### config.mk
export PLATFORM = sky130hd
export DESIGN_NAME = pc_sequencer
export DESIGN_NICKNAME = d
export VERILOG_FILES = /design/src/rtl/cpu_types_pkg.sv /design/src/rtl/pc_redirect_arb.sv /design/src/rtl/pc_sequencer.sv
export SDC_FILE = /design/constraint.sdc
export NUM_CORES = 1
export LEC_CHECK = 0
export ABC_AREA = 1
export CAP_MARGIN = 20
export CORE_MARGIN = 2
export CORE_UTILIZATION = 47
export DETAILED_ROUTE_END_ITERATION = 12
export PLACE_DENSITY_LB_ADDON = 0.2
export REMOVE_ABC_BUFFERS = 1
export SYNTH_ARGS = -nofsm -noshare
export SYNTH_HDL_FRONTEND = slang
export SYNTH_SLANG_ARGS = --single-unit
### constraint.sdc
create_clock -name CLK -period 4.6 [get_ports CLK]
set_input_delay 0.69 -clock CLK [delete_from_list [all_inputs] [get_ports CLK]]
set_output_delay 0.69 -clock CLK [all_outputs]
set_load 0.01 [all_outputs]
### src/rtl/cpu_types_pkg.sv
// Shared CPU types: machine word, PC step and the PC sequencer state encoding.
//   word_t         32-bit machine word
//   PC_STEP        sequential fetch increment in bytes
//   pcseq_state_t  RUN / PEND / HALTED states of pc_sequencer
//   align_word()   clears the two byte-offset bits of an address
package cpu_types_pkg;

    localparam int unsigned WORD_W  = 32;
    localparam int unsigned PC_STEP = 4;

    typedef logic [WORD_W-1:0] word_t;

    typedef enum logic [1:0] {
        RUN    = 2'd0,
        PEND   = 2'd1,
        HALTED = 2'd2
    } pcseq_state_t;

    // Word-align an address by clearing its byte offset.
    function automatic word_t align_word(input word_t addr);
        return {addr[WORD_W-1:2], 2'b00};
    endfunction

endpackage

### src/rtl/pc_redirect_arb.sv
// Fixed-priority redirect selector, oldest instruction first:
// EX branch > ID jump-register > ID jump.
//   br_redir/br_target  EX-stage branch redirect
//   jr_redir/jr_target  ID-stage JR redirect
//   j_redir/j_target    ID-stage J/JAL redirect
//   valid               some redirect source is active
//   target              target of the winning source (0 when none)
//   is_branch           winner is the EX-stage branch
module pc_redirect_arb
    import cpu_types_pkg::*;
(
    input  logic  br_redir,
    input  word_t br_target,
    input  logic  jr_redir,
    input  word_t jr_target,
    input  logic  j_redir,
    input  word_t j_target,
    output logic  valid,
    output word_t target,
    output logic  is_branch
);

    // Priority select; defaults describe the no-redirect case.
    always_comb begin
        valid     = 1'b0;
        target    = '0;
        is_branch = 1'b0;
        if (br_redir) begin
            valid     = 1'b1;
            target    = br_target;
            is_branch = 1'b1;
        end else if (jr_redir) begin
            valid  = 1'b1;
            target = jr_target;
        end else if (j_redir) begin
            valid  = 1'b1;
            target = j_target;
        end
    end

endmodule

### src/rtl/pc_sequencer.sv
// Program-counter sequencer: chooses each cycle whether the PC advances and
// to what, arbitrating redirects against sequential fetch, holding a redirect
// across an icache miss, and owning halt.
//   CLK, nRST            clock, synchronous active-low reset
//   curr_pc, ihit, stall current PC, icache hit, hazard hold
//   halt                 HALT retired
//   br/jr/j_redir+target redirect requests (priority br > jr > j)
//   pc_en, new_pc        PC load enable and value
//   flush_ifid/idex      pipeline squash pulses
//   redir_pend, halted   state indicators
//   redir_cnt            saturating count of accepted redirects
//   misalign             misaligned-target trap pulse
// Build option: define PC_SEQ_ALIGN_TRAP_EN to replace a misaligned redirect
// target with TRAP_VECTOR; otherwise targets are forced word-aligned.
module pc_sequencer
    import cpu_types_pkg::*;
#(
    parameter word_t       PC_INIT     = 32'h0000_0000,
    parameter word_t       TRAP_VECTOR = 32'h0000_0FF0,
    parameter int unsigned CNT_W       = 16
) (
    input  logic             CLK,
    input  logic             nRST,
    input  word_t            curr_pc,
    input  logic             ihit,
    input  logic             stall,
    input  logic             halt,
    input  logic             br_redir,
    input  word_t            br_target,
    input  logic             jr_redir,
    input  word_t            jr_target,
    input  logic             j_redir,
    input  word_t            j_target,
    output logic             pc_en,
    output word_t            new_pc,
    output logic             flush_ifid,
    output logic             flush_idex,
    output logic             redir_pend,
    output logic             halted,
    output logic [CNT_W-1:0] redir_cnt,
    output logic             misalign
);

    pcseq_state_t     state_q, state_d;
    word_t            pend_tgt_q, pend_tgt_d;
    logic [CNT_W-1:0] redir_cnt_q, redir_cnt_d;

    logic  arb_valid;
    word_t arb_target;
    logic  arb_is_branch;

    word_t fixed_tgt_c;
    logic  misaligned_c;
    logic  accept_c;

    pc_redirect_arb u_arb (
        .br_redir  (br_redir),
        .br_target (br_target),
        .jr_redir  (jr_redir),
        .jr_target (jr_target),
        .j_redir   (j_redir),
        .j_target  (j_target),
        .valid     (arb_valid),
        .target    (arb_target),
        .is_branch (arb_is_branch)
    );

    // The restart PC lives in program_counter; kept here only so both agree.
    logic unused_pc_init;
    assign unused_pc_init = ^PC_INIT;

    // Target legalisation for the winning redirect.
`ifdef PC_SEQ_ALIGN_TRAP_EN
    always_comb begin
        misaligned_c = (arb_target[1:0] != 2'b00);
        fixed_tgt_c  = misaligned_c ? TRAP_VECTOR : arb_target;
    end
`else
    logic unused_align;
    assign unused_align = ^{TRAP_VECTOR, arb_target[1:0]};

    always_comb begin
        misaligned_c = 1'b0;
        fixed_tgt_c  = align_word(arb_target);
    end
`endif

    // A redirect is taken only in RUN, and halt beats any redirect.
    assign accept_c = (state_q == RUN) && !halt && arb_valid;

    // State register.
    always_ff @(posedge CLK) begin
        if (!nRST) begin
            state_q     <= RUN;
            pend_tgt_q  <= '0;
            redir_cnt_q <= '0;
        end else begin
            state_q     <= state_d;
            pend_tgt_q  <= pend_tgt_d;
            redir_cnt_q <= redir_cnt_d;
        end
    end

    // Next-state, pending target and counter update.
    always_comb begin
        state_d     = state_q;
        pend_tgt_d  = pend_tgt_q;
        redir_cnt_d = redir_cnt_q;

        if (accept_c && (redir_cnt_q != {CNT_W{1'b1}})) begin
            redir_cnt_d = redir_cnt_q + CNT_W'(1);
        end

        if (halt) begin
            state_d = HALTED;
        end else begin
            unique case (state_q)
                RUN: begin
                    if (arb_valid && !ihit) begin
                        state_d    = PEND;
                        pend_tgt_d = fixed_tgt_c;
                    end
                end
                PEND: begin
                    if (ihit) begin
                        state_d = RUN;
                    end
                end
                HALTED: begin
                    state_d = HALTED;
                end
                default: begin
                    state_d = RUN;
                end
            endcase
        end
    end

    // Outputs: combinational from state and inputs, all forced low in reset.
    always_comb begin
        pc_en      = 1'b0;
        new_pc     = '0;
        flush_ifid = 1'b0;
        flush_idex = 1'b0;
        redir_pend = 1'b0;
        halted     = 1'b0;
        misalign   = 1'b0;
        redir_cnt  = '0;

        if (nRST) begin
            redir_cnt = redir_cnt_q;
            unique case (state_q)
                RUN: begin
                    if (!halt) begin
                        if (arb_valid) begin
                            pc_en      = ihit;
                            new_pc     = fixed_tgt_c;
                            flush_ifid = 1'b1;
                            flush_idex = arb_is_branch;
                            misalign   = misaligned_c;
                        end else begin
                            pc_en  = ihit && !stall;
                            new_pc = curr_pc + WORD_W'(PC_STEP);
                        end
                    end
                end
                PEND: begin
                    redir_pend = 1'b1;
                    new_pc     = pend_tgt_q;
                    pc_en      = ihit && !halt;
                end
                HALTED: begin
                    halted = 1'b1;
                end
                default: begin
                    pc_en = 1'b0;
                end
            endcase
        end
    end

endmodule

Word-level counts from Yosys, hierarchy flattened
Index checks and enable logic that the tools add are counted.
Storage, ports and cells
  register bits after elaboration: 48
  input bits: 136
  output and inout bits: 54
Operators by class
  bitwise logic cells: 2
  muxes and demuxes: 32
  $add $sub $neg: 2
  reductions and logical operators: 14
  equal/unequal tests: 7
Operators with widths (count)
  $mux W32: 6
  $pmux W32 S2: 1
  $add A32 B3 Y32 const B: 1
  $mux W1: 19
  $add A16 B1 Y16 const B: 1
  $mux W16: 1
  $ne A16 B16 Y1 const B: 1
  $logic_and A1 B1 Y1: 6
  $mux W2: 3
  $pmux W2 S3: 1
  $reduce_and A2 Y1: 2
  $logic_not A1 Y1: 3
  $ne A3 B2 Y1 const B: 1
  $ne A3 B3 Y1 const B: 1
  $reduce_and A3 Y1: 1
  $eq A2 B1 Y1 const B: 1
  $eq A2 B2 Y1 const B: 1
  $logic_not A2 Y1: 1
  $ne A2 B1 Y1 const B: 1
  $ne A2 B2 Y1 const B: 1
  $not A1 Y1: 2
  $pmux W1 S2: 1
  $reduce_or A2 Y1: 1

Logic depth before layout (Yosys ltp)
Gate-level depths: netlist of the first run.
  depth after elaboration: 7
  gate-level depth with buffers: 9
  depth with buffers taken out: 9

Modules after synthesis
A second synthesis of the first run with hierarchy kept.
Unflattened totals
  cells, all modules: 936
  area, all modules: 4813.4 µm²
By module, submodules not included
  pc_sequencer: times used 1, cells an instance 690, area each 3826.2 µm²
  pc_redirect_arb: times used 1, cells an instance 246, area each 987.2 µm²

Worst setup path before layout of the first run
Ideal clock, no wire load.
  path kind: input port to output port
  start point: input port curr_pc[2]
  end point: output port new_pc[18]
  data arrival time: 1843 ps
  buffers on the path: 0
  required time: 3910 ps
  slack: 2067 ps
  stages on the path: 9
  cells stage by stage: ha_1 -> nand2_1 -> nor2_1 -> nand3_1 -> nor2_2 -> nand2_1 -> nand2_1 -> nand3_1 -> a21oi_1
Between the ends
  cells in the longest elaborated chain, start to end: 5
Ends and longest elaborated chain
  start: declaration: RTL line pc_sequencer.sv:24  | input word_t curr_pc,
  $add A32 B3 Y32: RTL line pc_sequencer.sv:163  | new_pc = curr_pc + WORD_W'(PC_STEP);
  $mux W32: RTL line pc_sequencer.sv:155  | if (arb_valid) begin
  $mux W32: RTL line pc_sequencer.sv:154  | if (!halt) begin
  $pmux W32 S2: RTL line pc_sequencer.sv:152  | unique case (state_q)
  $mux W32: RTL line pc_sequencer.sv:150  | if (nRST) begin
  end: declaration: RTL line pc_sequencer.sv:35  | output word_t new_pc,
Every way passes these cells.

Final worst setup path of the first run
  start point: input port br_redir
  end point: output port new_pc[28]
Between the ends
  cells in the longest elaborated chain, start to end: 5
  elaborated cells between the ends (all ways): 6
  those cells by class: 6 x mux
Ends and longest elaborated chain
  start: declaration: RTL line pc_sequencer.sv:28  | input logic br_redir,
  $mux W32 / $mux W1 (equally long branches): RTL line pc_redirect_arb.sv:28  | if (br_redir) begin
  $mux W32 *: RTL line pc_sequencer.sv:155
  $mux W32 *: RTL line pc_sequencer.sv:154
  $pmux W32 S2 *: RTL line pc_sequencer.sv:152
  $mux W32 *: RTL line pc_sequencer.sv:150
Mark *: on every way between the ends. The rest lies on a longest branch, timed or not.

==> flow_results.xml, run 1 <==
<?xml version="1.0" encoding="UTF-8"?>
<metrics>
  <group name="route">
    <metric name="drc_violations" unit="">0</metric>
    <metric name="antenna_violating_nets_post_route" unit="">0</metric>
    <metric name="wire_per_inst" unit="µm">15.4</metric>
    <metric name="via_per_inst" unit="">5.62</metric>
    <metric name="drt_iter0_markers" unit="">298</metric>
    <metric name="wirelength" unit="µm">15900</metric>
    <metric name="via_count" unit="">5797</metric>
    <metric name="dr.pass1.iters" unit="">5</metric>
  </group>
  <group name="clock_tree">
    <metric name="ctsResizeCount" unit="">0</metric>
    <metric name="post-cts-setup-buffer-count" unit="">0</metric>
    <metric name="clock-root-buffer" unit="">sky130_fd_sc_hd__clkbuf_8</metric>
    <metric name="clk_transition_reported_paths" unit="ps">100</metric>
    <metric name="cts_buf_count" unit="">5</metric>
    <metric name="cts.path.max_buffers" unit="">2</metric>
    <metric name="clock_sink_count" unit="">48</metric>
    <metric name="level_count_of_the_clock_h_tree" unit="">2</metric>
    <metric name="worstSkewPairLatency" unit="ps">310</metric>
    <metric name="holdBufCountCts" unit="">0</metric>
    <metric name="clock_tree_from_tritoncts" unit="">yes</metric>
  </group>
  <group name="timing">
    <metric name="rsz0062_at_grt" unit="">no</metric>
    <metric name="finalSetupViolations" unit="">0</metric>
    <metric name="finalClockSkew" unit="ps">6.91</metric>
    <metric name="finalHoldViolations" unit="">0</metric>
    <metric name="slew_headroom" unit="%">33.5</metric>
    <metric name="final_max_slew_viol_count" unit="">0</metric>
    <metric name="period_needed" unit="ps">3960</metric>
    <metric name="fmaxAchievable" unit="MHz">253</metric>
    <metric name="min_setup_slack_post_route" unit="ps">640</metric>
    <metric name="fin_setup_tns" unit="ps">0</metric>
    <metric name="tightest_slew" unit="ps">996</metric>
    <metric name="final.hold.worst_slack" unit="ps">480</metric>
    <metric name="post-route-period-util" unit="%">86.1</metric>
  </group>
  <group name="grt">
    <metric name="grt.overflow.total" unit="">0</metric>
    <metric name="globalRoute.busiestLayer" unit="">met2</metric>
    <metric name="met2_usage_in_global_routing" unit="%">55.4</metric>
    <metric name="grt_util_all_layers" unit="%">31.8</metric>
    <metric name="groute.layer.met1.usage" unit="%">40.9</metric>
    <metric name="antenna_found_initial" unit="">0</metric>
    <metric name="grt_first_pass_wirelength" unit="µm">26100</metric>
    <metric name="grt_pass1_vias" unit="">5611</metric>
    <metric name="largest_net_degree_at_the_start_of_global_routing" unit="">48</metric>
    <metric name="met3_usage" unit="%">5.13</metric>
  </group>
  <group name="yosys">
    <metric name="synth_area_per_cell" unit="µm²">5.63</metric>
    <metric name="yosys_register_bits" unit="">48</metric>
    <metric name="yosys.cell_types.count" unit="">38</metric>
    <metric name="yosysTopAreaCellShare" unit="%">22.4</metric>
    <metric name="yosysMostFrequentCell" unit="">sky130_fd_sc_hd__nand2_1</metric>
    <metric name="ys_dominant_reg_cell" unit="">sky130_fd_sc_hd__dfxtp_1</metric>
    <metric name="synth_enable_flop_cells" unit="">0</metric>
    <metric name="yosysWarningCount" unit="">0</metric>
    <metric name="synth_sequential_area_ratio" unit="%">22.4</metric>
    <metric name="synth_top_cells_by_area" unit="">sky130_fd_sc_hd__dfxtp_1 22%, sky130_fd_sc_hd__nand2_1 20%, sky130_fd_sc_hd__a21oi_1 9.7%, sky130_fd_sc_hd__nor2_1 7.7%, sky130_fd_sc_hd__inv_1 5.9%</metric>
    <metric name="syn_inst" unit="">762</metric>
    <metric name="async_reset_ff_share" unit="%">0</metric>
    <metric name="synth_top_cells_by_count" unit="">230 x sky130_fd_sc_hd__nand2_1, 88 x sky130_fd_sc_hd__nor2_1, 83 x sky130_fd_sc_hd__a21oi_1</metric>
    <metric name="syn_area" unit="µm²">4290</metric>
    <metric name="synth_area_leader_cell" unit="">sky130_fd_sc_hd__dfxtp_1</metric>
  </group>
  <group name="worst_hold_path">
    <metric name="holdCritStartpoint" unit="">pend_tgt_q[2]</metric>
    <metric name="timing.hold.worst_endpoint" unit="">pend_tgt_q[2]</metric>
    <metric name="holdPathStages" unit="">2</metric>
    <metric name="holdCritPathClass" unit="">flop to flop</metric>
  </group>
  <group name="critical_path">
    <metric name="cp-end-kind" unit="">primary output</metric>
    <metric name="r2r-start" unit="">state_q[1]</metric>
    <metric name="timing.critical_path.cells" unit="">clkdlybuf4s50_1 &gt; clkinv_1 &gt; buf_12 &gt; a31oi_1 &gt; a21boi_0 &gt; a21oi_1 &gt; clkdlybuf4s50_1</metric>
    <metric name="capturing_point_of_the_worst_reg2reg_path" unit="">pend_tgt_q[16]</metric>
    <metric name="crit_arrival" unit="ps">3270</metric>
    <metric name="critical_path.most_common_cell" unit="">sky130_fd_sc_hd__clkdlybuf4s50_1</metric>
    <metric name="cell_family_contributing_the_most_delay_on_the_critical_path" unit="">buffers and inverters</metric>
    <metric name="timing.critical_path.buf_inv" unit="">4</metric>
    <metric name="timing.critical_path.slowest_stage_cell" unit="">sky130_fd_sc_hd__clkinv_1</metric>
    <metric name="cp_slowest_stage_delay" unit="ps">570</metric>
    <metric name="worst_setup_path_start_kind" unit="">input port</metric>
    <metric name="r2r_slack" unit="ps">2350</metric>
    <metric name="worst-r2r-cell-count" unit="">7</metric>
    <metric name="critPathMaxFanout" unit="">21</metric>
    <metric name="critical_path_required" unit="ps">3910</metric>
    <metric name="timing.setup.critical_path_class" unit="">input port to primary output</metric>
  </group>
  <group name="floorplanning">
    <metric name="initial_utilization" unit="%">48.9</metric>
    <metric name="die_height" unit="µm">99.5</metric>
    <metric name="floorplan.io_pins" unit="">190</metric>
    <metric name="core_area" unit="µm²">8760</metric>
    <metric name="floorplan.die_area" unit="µm²">9900</metric>
    <metric name="chipWidth" unit="µm">99.5</metric>
    <metric name="placementRows" unit="">34</metric>
  </group>
  <group name="power_and_ir_drop">
    <metric name="power" unit="µW">1140</metric>
    <metric name="total_leakage_power" unit="µW">0.00248</metric>
    <metric name="power_density_over_the_cells" unit="nW/µm²">180</metric>
    <metric name="vdd_ir_drop_max" unit="mV">0.112</metric>
  </group>
  <group name="status">
    <metric name="status" unit="">finished, final reports clean</metric>
  </group>
  <group name="cells_and_area">
    <metric name="layout_net_count" unit="">1061</metric>
    <metric name="final.fill_count" unit="">757</metric>
    <metric name="synthToLayoutAreaGrowth" unit="%">46.8</metric>
    <metric name="final_cells" unit="">1032</metric>
    <metric name="diodes" unit="">0</metric>
    <metric name="layout-drive-gt1-share" unit="%">4.87</metric>
  </group>
  <group name="place">
    <metric name="dpl_worst_slack" unit="ps">666</metric>
    <metric name="gp_routability_congestion" unit="">0.903</metric>
    <metric name="placedCellCount" unit="">1024</metric>
    <metric name="buffer_ports.inserted" unit="">182</metric>
    <metric name="hpwlAfterDp" unit="µm">12000</metric>
  </group>
  <group name="flow_run">
    <metric name="drv_cap" unit="">0</metric>
  </group>
</metrics>
-- power by group --
part	switching, µW	internal, µW	leakage (µW)
clock	160	164	0.0000583
combinational	184	186	0.00203
sequential	10.7	431	0.000390
-- routing by layer --
metal	up-vias	part of all wire [%]
met5	-	0
met4	0	1.7
met3	23	8.8
met2	310	47
met1	2648	43
li1	2816	-
-- area by class of cell --
type | instances | area [µm²] | area share, %
Inverter | 71 | 267 | 4.23
Multi-Input combinational cell | 599 | 2850 | 45.3
Timing Repair Buffer | 198 | 1970 | 31.2
Clock inverter | 3 | 47.5 | 0.755
Sequential cell | 48 | 961 | 15.3
Clock buffer | 5 | 68.8 | 1.09
Tap cell | 108 | 135 | 2.15
-- flip-flops by register name (all words and copies together), names as in the netlist --
| name | flops |
|---|---|
| pend_tgt_q | 30 |
| redir_cnt_q | 16 |
| state_q | 2 |
-- worst max-delay path by stage --
stage	endpoint	slack (ps)	cells after the start	from
global placement	new_pc[31]	690	7	br_redir
CTS	new_pc[28]	640	7	br_redir
finish	new_pc[28]	640	7	br_redir
detailed placement	new_pc[28]	670	7	br_redir
floorplan	new_pc[16]	1580	8	j_redir
global route	new_pc[18]	430	11	curr_pc[2]
-- worst min-delay path, cell delays in order, from the launching register on --
cell and delay, ps:
sky130_fd_sc_hd__dfxtp_1 320, sky130_fd_sc_hd__o21ai_0 60, sky130_fd_sc_hd__a21oi_1 60
-- layout by cell type, fill, tap and decap left out, types with 2 or more instances in the layout --
cell and count:
sky130_fd_sc_hd__nor2_1 85, sky130_fd_sc_hd__a21boi_0 12, sky130_fd_sc_hd__nand4_1 10, sky130_fd_sc_hd__nand2_1 230
sky130_fd_sc_hd__clkinv_4 2, sky130_fd_sc_hd__o211ai_1 3, sky130_fd_sc_hd__xor2_1 10, sky130_fd_sc_hd__inv_1 66
sky130_fd_sc_hd__a31oi_1 23, sky130_fd_sc_hd__nand3_1 44, sky130_fd_sc_hd__a2bb2oi_1 2, sky130_fd_sc_hd__dfxtp_1 48
sky130_fd_sc_hd__inv_2 4, sky130_fd_sc_hd__buf_4 14, sky130_fd_sc_hd__nor3_2 4, sky130_fd_sc_hd__nor2_2 7
sky130_fd_sc_hd__o2bb2ai_1 2, sky130_fd_sc_hd__clkdlybuf4s50_1 182, sky130_fd_sc_hd__buf_12 2, sky130_fd_sc_hd__a22oi_1 9
sky130_fd_sc_hd__a21o_1 3, sky130_fd_sc_hd__or2_2 3, sky130_fd_sc_hd__xnor2_1 3, sky130_fd_sc_hd__nor3_1 12
sky130_fd_sc_hd__o21ai_0 43, sky130_fd_sc_hd__ha_1 2, sky130_fd_sc_hd__a21oi_1 83, sky130_fd_sc_hd__clkbuf_8 5
-- cell families (layout without fill, tap and decap cells) --
| kind of cell | after synthesis | count (layout) | synth area share (%) |
|---|---|---|---|
| simple gates | 400 | 400 | 38.9 |
| compound gates | 183 | 183 | 24.1 |
| buf+inv | 115 | 277 | 11.3 |
| flops | 48 | 48 | 22.4 |
| xor+xnor | 13 | 13 | 2.66 |
| fa+ha+maj | 2 | 2 | 0.584 |
| other cells | 1 | 1 | 0.0875 |
-- stage by stage --
stage / area, µm² / utilization, %
floorplan: 4070 / -
global placement: 6180 / 70.5
detailed placement: 6180 / 70.5
CTS: 6290 / 71.8
global route: 6290 / 71.8
finish: 6290 / 71.8
Power figures use the tool's default switching activity.
==> run 2: changes to the inputs <==
--- a/config.mk
+++ b/config.mk
@@ -11,7 +11,6 @@
 export CORE_UTILIZATION = 47
 export DETAILED_ROUTE_END_ITERATION = 12
 export PLACE_DENSITY_LB_ADDON = 0.2
-export REMOVE_ABC_BUFFERS = 1
 export SYNTH_ARGS = -nofsm -noshare
 export SYNTH_HDL_FRONTEND = slang
 export SYNTH_SLANG_ARGS = --single-unit
==> flow_results.xml, run 2 (synthesis results as in run 1) <==
<?xml version="1.0" encoding="UTF-8"?>
<metrics>
  <group name="clock_tree">
    <metric name="clk_transition_reported_paths" unit="ps">100</metric>
    <metric name="level_count_of_the_clock_h_tree" unit="">2</metric>
    <metric name="worstSkewPairLatency" unit="ps">310</metric>
    <metric name="clock_sink_count" unit="">48</metric>
    <metric name="holdBufCountCts" unit="">0</metric>
    <metric name="cts.path.max_buffers" unit="">2</metric>
    <metric name="clock_tree_from_tritoncts" unit="">yes</metric>
    <metric name="cts_buf_count" unit="">5</metric>
    <metric name="ctsResizeCount" unit="">0</metric>
    <metric name="clock-root-buffer" unit="">sky130_fd_sc_hd__clkbuf_8</metric>
    <metric name="post-cts-setup-buffer-count" unit="">0</metric>
  </group>
  <group name="route">
    <metric name="drt_iter0_markers" unit="">482</metric>
    <metric name="wire_per_inst" unit="µm">15.3</metric>
    <metric name="via_count" unit="">5737</metric>
    <metric name="dr.pass1.iters" unit="">5</metric>
    <metric name="wirelength" unit="µm">15800</metric>
    <metric name="via_per_inst" unit="">5.57</metric>
    <metric name="drc_violations" unit="">0</metric>
    <metric name="antenna_violating_nets_post_route" unit="">0</metric>
  </group>
  <group name="critical_path">
    <metric name="crit_arrival" unit="ps">3390</metric>
    <metric name="critPathMaxFanout" unit="">6</metric>
    <metric name="cp-end-kind" unit="">primary output</metric>
    <metric name="critical_path_required" unit="ps">3910</metric>
    <metric name="timing.setup.critical_path_class" unit="">input port to primary output</metric>
    <metric name="worst_setup_path_start_kind" unit="">input port</metric>
  </group>
  <group name="cells_and_area">
    <metric name="highest_count_cells_in_the_layout_ignoring_fill_and_taps" unit="">230 x sky130_fd_sc_hd__nand2_1, 182 x sky130_fd_sc_hd__clkdlybuf4s50_1, 85 x sky130_fd_sc_hd__nor2_1</metric>
    <metric name="synthToLayoutAreaGrowth" unit="%">46.5</metric>
    <metric name="layout-drive-gt1-share" unit="%">4.66</metric>
    <metric name="largest_register_ff_count" unit="">30</metric>
    <metric name="layout_net_count" unit="">1059</metric>
    <metric name="diodes" unit="">0</metric>
    <metric name="top_registers" unit="">pend_tgt_q (30), redir_cnt_q (16), state_q (2)</metric>
    <metric name="utilization" unit="%">71.7</metric>
    <metric name="final_common_cell" unit="">sky130_fd_sc_hd__nand2_1</metric>
    <metric name="top_register" unit="">pend_tgt_q</metric>
  </group>
  <group name="timing">
    <metric name="tightest_slew" unit="ps">713</metric>
    <metric name="period_needed" unit="ps">4080</metric>
    <metric name="finalHoldViolations" unit="">0</metric>
    <metric name="fin_setup_tns" unit="ps">0</metric>
    <metric name="slew_headroom" unit="%">52.4</metric>
    <metric name="fmaxAchievable" unit="MHz">245</metric>
    <metric name="rsz0062_at_grt" unit="">no</metric>
    <metric name="final_max_slew_viol_count" unit="">0</metric>
    <metric name="finalClockSkew" unit="ps">7.51</metric>
    <metric name="post-route-period-util" unit="%">88.6</metric>
    <metric name="finalSetupViolations" unit="">0</metric>
  </group>
  <group name="power_and_ir_drop">
    <metric name="power_frac_seq" unit="%">37.2</metric>
    <metric name="net-switching-power" unit="µW">354</metric>
    <metric name="pwr-share-comb" unit="%">31.2</metric>
    <metric name="power_density_over_the_cells" unit="nW/µm²">189</metric>
    <metric name="vdd_ir_drop_max" unit="mV">0.179</metric>
    <metric name="clkPwrFrac" unit="%">31.6</metric>
    <metric name="total_leakage_power" unit="µW">0.00247</metric>
    <metric name="power.share.switching" unit="%">29.8</metric>
    <metric name="p_int" unit="µW">834</metric>
  </group>
  <group name="floorplanning">
    <metric name="floorplan.die_area" unit="µm²">9900</metric>
    <metric name="initial_utilization" unit="%">48.9</metric>
    <metric name="floorplan.io_pins" unit="">190</metric>
    <metric name="core_area" unit="µm²">8760</metric>
    <metric name="placementRows" unit="">34</metric>
    <metric name="chipWidth" unit="µm">99.5</metric>
    <metric name="die_height" unit="µm">99.5</metric>
  </group>
  <group name="grt">
    <metric name="largest_net_degree_at_the_start_of_global_routing" unit="">38</metric>
    <metric name="grt.overflow.total" unit="">0</metric>
    <metric name="grt_first_pass_wirelength" unit="µm">25000</metric>
    <metric name="grt_pass1_vias" unit="">5297</metric>
    <metric name="antenna_found_initial" unit="">0</metric>
    <metric name="grt_util_all_layers" unit="%">31.1</metric>
  </group>
  <group name="worst_hold_path">
    <metric name="holdCritPathClass" unit="">flop to flop</metric>
  </group>
  <group name="place">
    <metric name="buffer_ports.inserted" unit="">182</metric>
    <metric name="hpwlAfterDp" unit="µm">12100</metric>
    <metric name="gp_routability_congestion" unit="">0.986</metric>
  </group>
  <group name="flow_run">
    <metric name="drv_cap" unit="">0</metric>
  </group>
  <group name="status">
    <metric name="status" unit="">finished, final reports clean</metric>
  </group>
  <group name="yosys">
    <metric name="mappedNetlistNets" unit="">900</metric>
  </group>
</metrics>
[run 2: changes by cell type in the layout (fill, tap and decap cells not counted), sizes merged]
cell / delta
inv: +1
buf: -2
clkinv: -2
bufinv: +1
[run 2: area by class of cell]
type,count,area [µm²]
flip-flops and latches,48,961
inverters,71,267
clock buffers,5,68.8
multi-input cells,599,2850
fillers,760,2480
well taps,108,135
clock inverters,3,68.8
repair buffers,196,1930
[run 2: per-stage QoR]
stage	total power [µW]	hold slack, ps	instances	setup WS (ps)	instance area [µm²]
finish	1190	484	1030	523	6280
global placement	806	460	1021	650	6130
CTS	1180	479	1029	596	6270
floorplan	615	454	762	2070	4290
global route	1240	504	1030	389	6280
detailed placement	815	466	1021	596	6130
[run 2: path summary, 6_finish.rpt]
check | from | slack [ps] | end | cells after the start
setup / recovery | curr_pc[2] | 520 | new_pc[18] | 11
hold / removal | pend_tgt_q[22] | 480 | pend_tgt_q[22] | 2
setup reg to reg | state_q[1] | 2670 | redir_cnt_q[12] | 8
hold reg to reg | pend_tgt_q[22] | 480 | pend_tgt_q[22] | 2
[run 2: metal layers]
layer,GRT usage [%],routed length (µm)
met1,40.8,6700
met5,0,0
met3,5.20,1450
met2,53.2,7390
met4,8.11,261
[run 2: power by group through the flow]
stage	clock network (µW)	registers, µW	logic, µW
after floorplan	0	448	167
after global placement	0	450	357
after detailed placement	0	451	364
after CTS	377	441	366
after global routing	390	444	402
final	375	442	371
[run 2: worst max-delay path, cell delays in order]
cell and delay [ps]:
sky130_fd_sc_hd__clkdlybuf4s50_1 580, sky130_fd_sc_hd__ha_1 210, sky130_fd_sc_hd__nand2_1 110, sky130_fd_sc_hd__nor2_1 260
sky130_fd_sc_hd__nand3_1 220, sky130_fd_sc_hd__nor2_2 280, sky130_fd_sc_hd__nand2_1 90, sky130_fd_sc_hd__nand2_1 60
sky130_fd_sc_hd__nand3_1 90, sky130_fd_sc_hd__a21oi_1 210, sky130_fd_sc_hd__clkdlybuf4s50_1 570
==> run 3: changes to the inputs <==
--- a/config.mk
+++ b/config.mk
@@ -6,9 +6,10 @@
 export NUM_CORES = 1
 export LEC_CHECK = 0
 export ABC_AREA = 1
+export ABC_CLOCK_PERIOD_IN_PS = 3340
 export CAP_MARGIN = 20
 export CORE_MARGIN = 2
-export CORE_UTILIZATION = 47
+export CORE_UTILIZATION = 39
 export DETAILED_ROUTE_END_ITERATION = 12
 export PLACE_DENSITY_LB_ADDON = 0.2
 export SYNTH_ARGS = -nofsm -noshare
==> constraint.sdc (replaced) <==
create_clock -name CLK -period 3.34 [get_ports CLK]
set_input_delay 0.501 -clock CLK [delete_from_list [all_inputs] [get_ports CLK]]
set_output_delay 0.501 -clock CLK [all_outputs]
set_load 0.01 [all_outputs]
==> flow_results.xml, run 3 (synthesis results as in run 1) <==
<?xml version="1.0" encoding="UTF-8"?>
<metrics>
  <group name="floorplanning">
    <metric name="chipWidth" unit="µm">109</metric>
    <metric name="floorplan.io_pins" unit="">190</metric>
    <metric name="placementRows" unit="">38</metric>
    <metric name="core_area" unit="µm²">10800</metric>
    <metric name="die_height" unit="µm">109</metric>
    <metric name="initial_utilization" unit="%">39.7</metric>
    <metric name="floorplan.die_area" unit="µm²">11800</metric>
  </group>
  <group name="clock_tree">
    <metric name="cts_buf_count" unit="">5</metric>
    <metric name="worstSkewPairLatency" unit="ps">320</metric>
    <metric name="clock_sink_count" unit="">48</metric>
    <metric name="clk_transition_reported_paths" unit="ps">80</metric>
    <metric name="cts.path.max_buffers" unit="">2</metric>
    <metric name="holdBufCountCts" unit="">0</metric>
    <metric name="clock_tree_from_tritoncts" unit="">yes</metric>
    <metric name="level_count_of_the_clock_h_tree" unit="">2</metric>
    <metric name="clock-root-buffer" unit="">sky130_fd_sc_hd__clkbuf_8</metric>
  </group>
  <group name="cells_and_area">
    <metric name="largest_register_ff_count" unit="">30</metric>
    <metric name="diodes" unit="">0</metric>
    <metric name="top_registers" unit="">pend_tgt_q (30), redir_cnt_q (16), state_q (2)</metric>
    <metric name="layout_net_count" unit="">1080</metric>
    <metric name="top_register" unit="">pend_tgt_q</metric>
    <metric name="final.fill_count" unit="">1082</metric>
    <metric name="layout-drive-gt1-share" unit="%">7.64</metric>
    <metric name="register_area" unit="µm²">961</metric>
    <metric name="highest_count_cells_in_the_layout_ignoring_fill_and_taps" unit="">229 x sky130_fd_sc_hd__nand2_1, 172 x sky130_fd_sc_hd__clkdlybuf4s50_1, 82 x sky130_fd_sc_hd__nor2_1, 82 x sky130_fd_sc_hd__a21oi_1, 66 x sky130_fd_sc_hd__inv_1</metric>
    <metric name="synthToLayoutAreaGrowth" unit="%">53.9</metric>
    <metric name="multi_input_comb_area" unit="µm²">2910</metric>
    <metric name="final_common_cell" unit="">sky130_fd_sc_hd__nand2_1</metric>
    <metric name="final_area" unit="µm²">6600</metric>
  </group>
  <group name="grt">
    <metric name="grt_first_pass_wirelength" unit="µm">23000</metric>
    <metric name="antenna_found_initial" unit="">0</metric>
    <metric name="grt_util_all_layers" unit="%">24.5</metric>
    <metric name="grt_pass1_vias" unit="">4709</metric>
    <metric name="largest_net_degree_at_the_start_of_global_routing" unit="">42</metric>
    <metric name="grt.overflow.total" unit="">0</metric>
  </group>
  <group name="critical_path">
    <metric name="crit_arrival" unit="ps">2730</metric>
    <metric name="cell_family_contributing_the_most_delay_on_the_critical_path" unit="">buffers and inverters</metric>
    <metric name="timing.setup.critical_path_class" unit="">input port to primary output</metric>
    <metric name="critPathMaxFanout" unit="">41</metric>
    <metric name="timing.critical_path.cells" unit="">clkdlybuf4s50_1 &gt; clkinv_1 &gt; buf_12 &gt; a31oi_1 &gt; a22oi_1 &gt; a21oi_1 &gt; clkdlybuf4s50_1</metric>
    <metric name="critical_path_required" unit="ps">2840</metric>
    <metric name="worst_setup_path_start_kind" unit="">input port</metric>
    <metric name="timing.critical_path.slowest_stage_cell" unit="">sky130_fd_sc_hd__clkdlybuf4s50_1</metric>
    <metric name="cp_slowest_stage_delay" unit="ps">600</metric>
    <metric name="cp-end-kind" unit="">primary output</metric>
    <metric name="critical_path.most_common_cell" unit="">sky130_fd_sc_hd__clkdlybuf4s50_1</metric>
    <metric name="timing.critical_path.buf_inv" unit="">4</metric>
  </group>
  <group name="power_and_ir_drop">
    <metric name="power_density_over_the_cells" unit="nW/µm²">240</metric>
    <metric name="total_leakage_power" unit="µW">0.00274</metric>
    <metric name="vdd_ir_drop_max" unit="mV">0.171</metric>
  </group>
  <group name="route">
    <metric name="via_count" unit="">5426</metric>
    <metric name="drt_iter0_markers" unit="">386</metric>
    <metric name="antenna_violating_nets_post_route" unit="">0</metric>
    <metric name="drc_violations" unit="">0</metric>
    <metric name="dr.pass1.iters" unit="">5</metric>
    <metric name="wirelength" unit="µm">14900</metric>
    <metric name="wire_per_inst" unit="µm">13.8</metric>
    <metric name="via_per_inst" unit="">5.01</metric>
  </group>
  <group name="place">
    <metric name="hpwlAfterDp" unit="µm">11500</metric>
    <metric name="gp_routability_congestion" unit="">0.920</metric>
    <metric name="buffer_ports.inserted" unit="">182</metric>
    <metric name="post_dp_cell_area" unit="µm²">6380</metric>
  </group>
  <group name="timing">
    <metric name="tightest_slew" unit="ps">717</metric>
    <metric name="finalClockSkew" unit="ps">12.3</metric>
    <metric name="post-route-period-util" unit="%">96.6</metric>
    <metric name="period_needed" unit="ps">3230</metric>
    <metric name="final_max_slew_viol_count" unit="">0</metric>
    <metric name="finalHoldViolations" unit="">0</metric>
    <metric name="fin_setup_tns" unit="ps">0</metric>
    <metric name="finalSetupViolations" unit="">0</metric>
    <metric name="slew_headroom" unit="%">52.2</metric>
    <metric name="fmaxAchievable" unit="MHz">310</metric>
  </group>
  <group name="status">
    <metric name="status" unit="">finished, final reports clean</metric>
  </group>
  <group name="worst_hold_path">
    <metric name="holdCritPathClass" unit="">flop to flop</metric>
  </group>
  <group name="yosys">
    <metric name="mappedNetlistNets" unit="">900</metric>
  </group>
  <group name="flow_run">
    <metric name="drv_cap" unit="">0</metric>
  </group>
</metrics>
run 3: area by class of cell:
| cell class | instances | area share [%] |
|---|---|---|
| Clock buffer | 6 | 1.25 |
| Clock inverter | 2 | 0.588 |
| Inverter | 71 | 4.04 |
| Multi-Input combinational cell | 599 | 44.1 |
| Sequential cell | 48 | 14.6 |
| Tap cell | 140 | 2.66 |
| Timing Repair Buffer | 217 | 32.8 |
run 3: final timing paths:
check | from | end | slack (ps) | cells after the start
worst max-delay path | br_redir | new_pc[14] | 110 | 7
worst min-delay path | pend_tgt_q[22] | pend_tgt_q[22] | 480 | 2
worst max register to register | state_q[1] | pend_tgt_q[14] | 1140 | 7
worst min register to register | pend_tgt_q[22] | pend_tgt_q[22] | 480 | 2
run 3: worst min-delay path, cell delays in order (launching register included):
cell and delay [ps]:
sky130_fd_sc_hd__dfxtp_1 310, sky130_fd_sc_hd__o21ai_0 60, sky130_fd_sc_hd__a21oi_1 60
run 3: through the flow:
step | utilization [%] | instances | worst slack, ps | total power, µW | hold WS (ps)
after floorplan | - | 762 | 1190 | 847 | 454
after global placement | 59.1 | 1074 | -0.935 | 1130 | 461
after detailed placement | 59.1 | 1074 | 11.2 | 1140 | 467
after CTS | 60.2 | 1082 | 0.709 | 1580 | 478
after global routing | 61.1 | 1083 | -10.7 | 1660 | 493
final | 61.1 | 1083 | 113 | 1580 | 479
run 3: where the power goes:
part           internal, µW  switching [µW]
registers               594            14.1
clock network           245             210
logic                   267             252
run 3: timing repair:
item | in CTS | in global routing
pin swaps | 0 | 4
setup endpoints to repair | 2 | 24
buffers inserted | 0 | 1
gates resized for setup | 1 | 25
run 3: layer usage:
layer / vias to the layer above / global-route usage [%] / share of wire [%]
li1: 2857 / - / -
met2: 166 / 42.2 / 51
met1: 2391 / 31.2 / 41
met3: 12 / 4.72 / 6.0
met5: - / 0 / 0
met4: 0 / 6.23 / 1.1
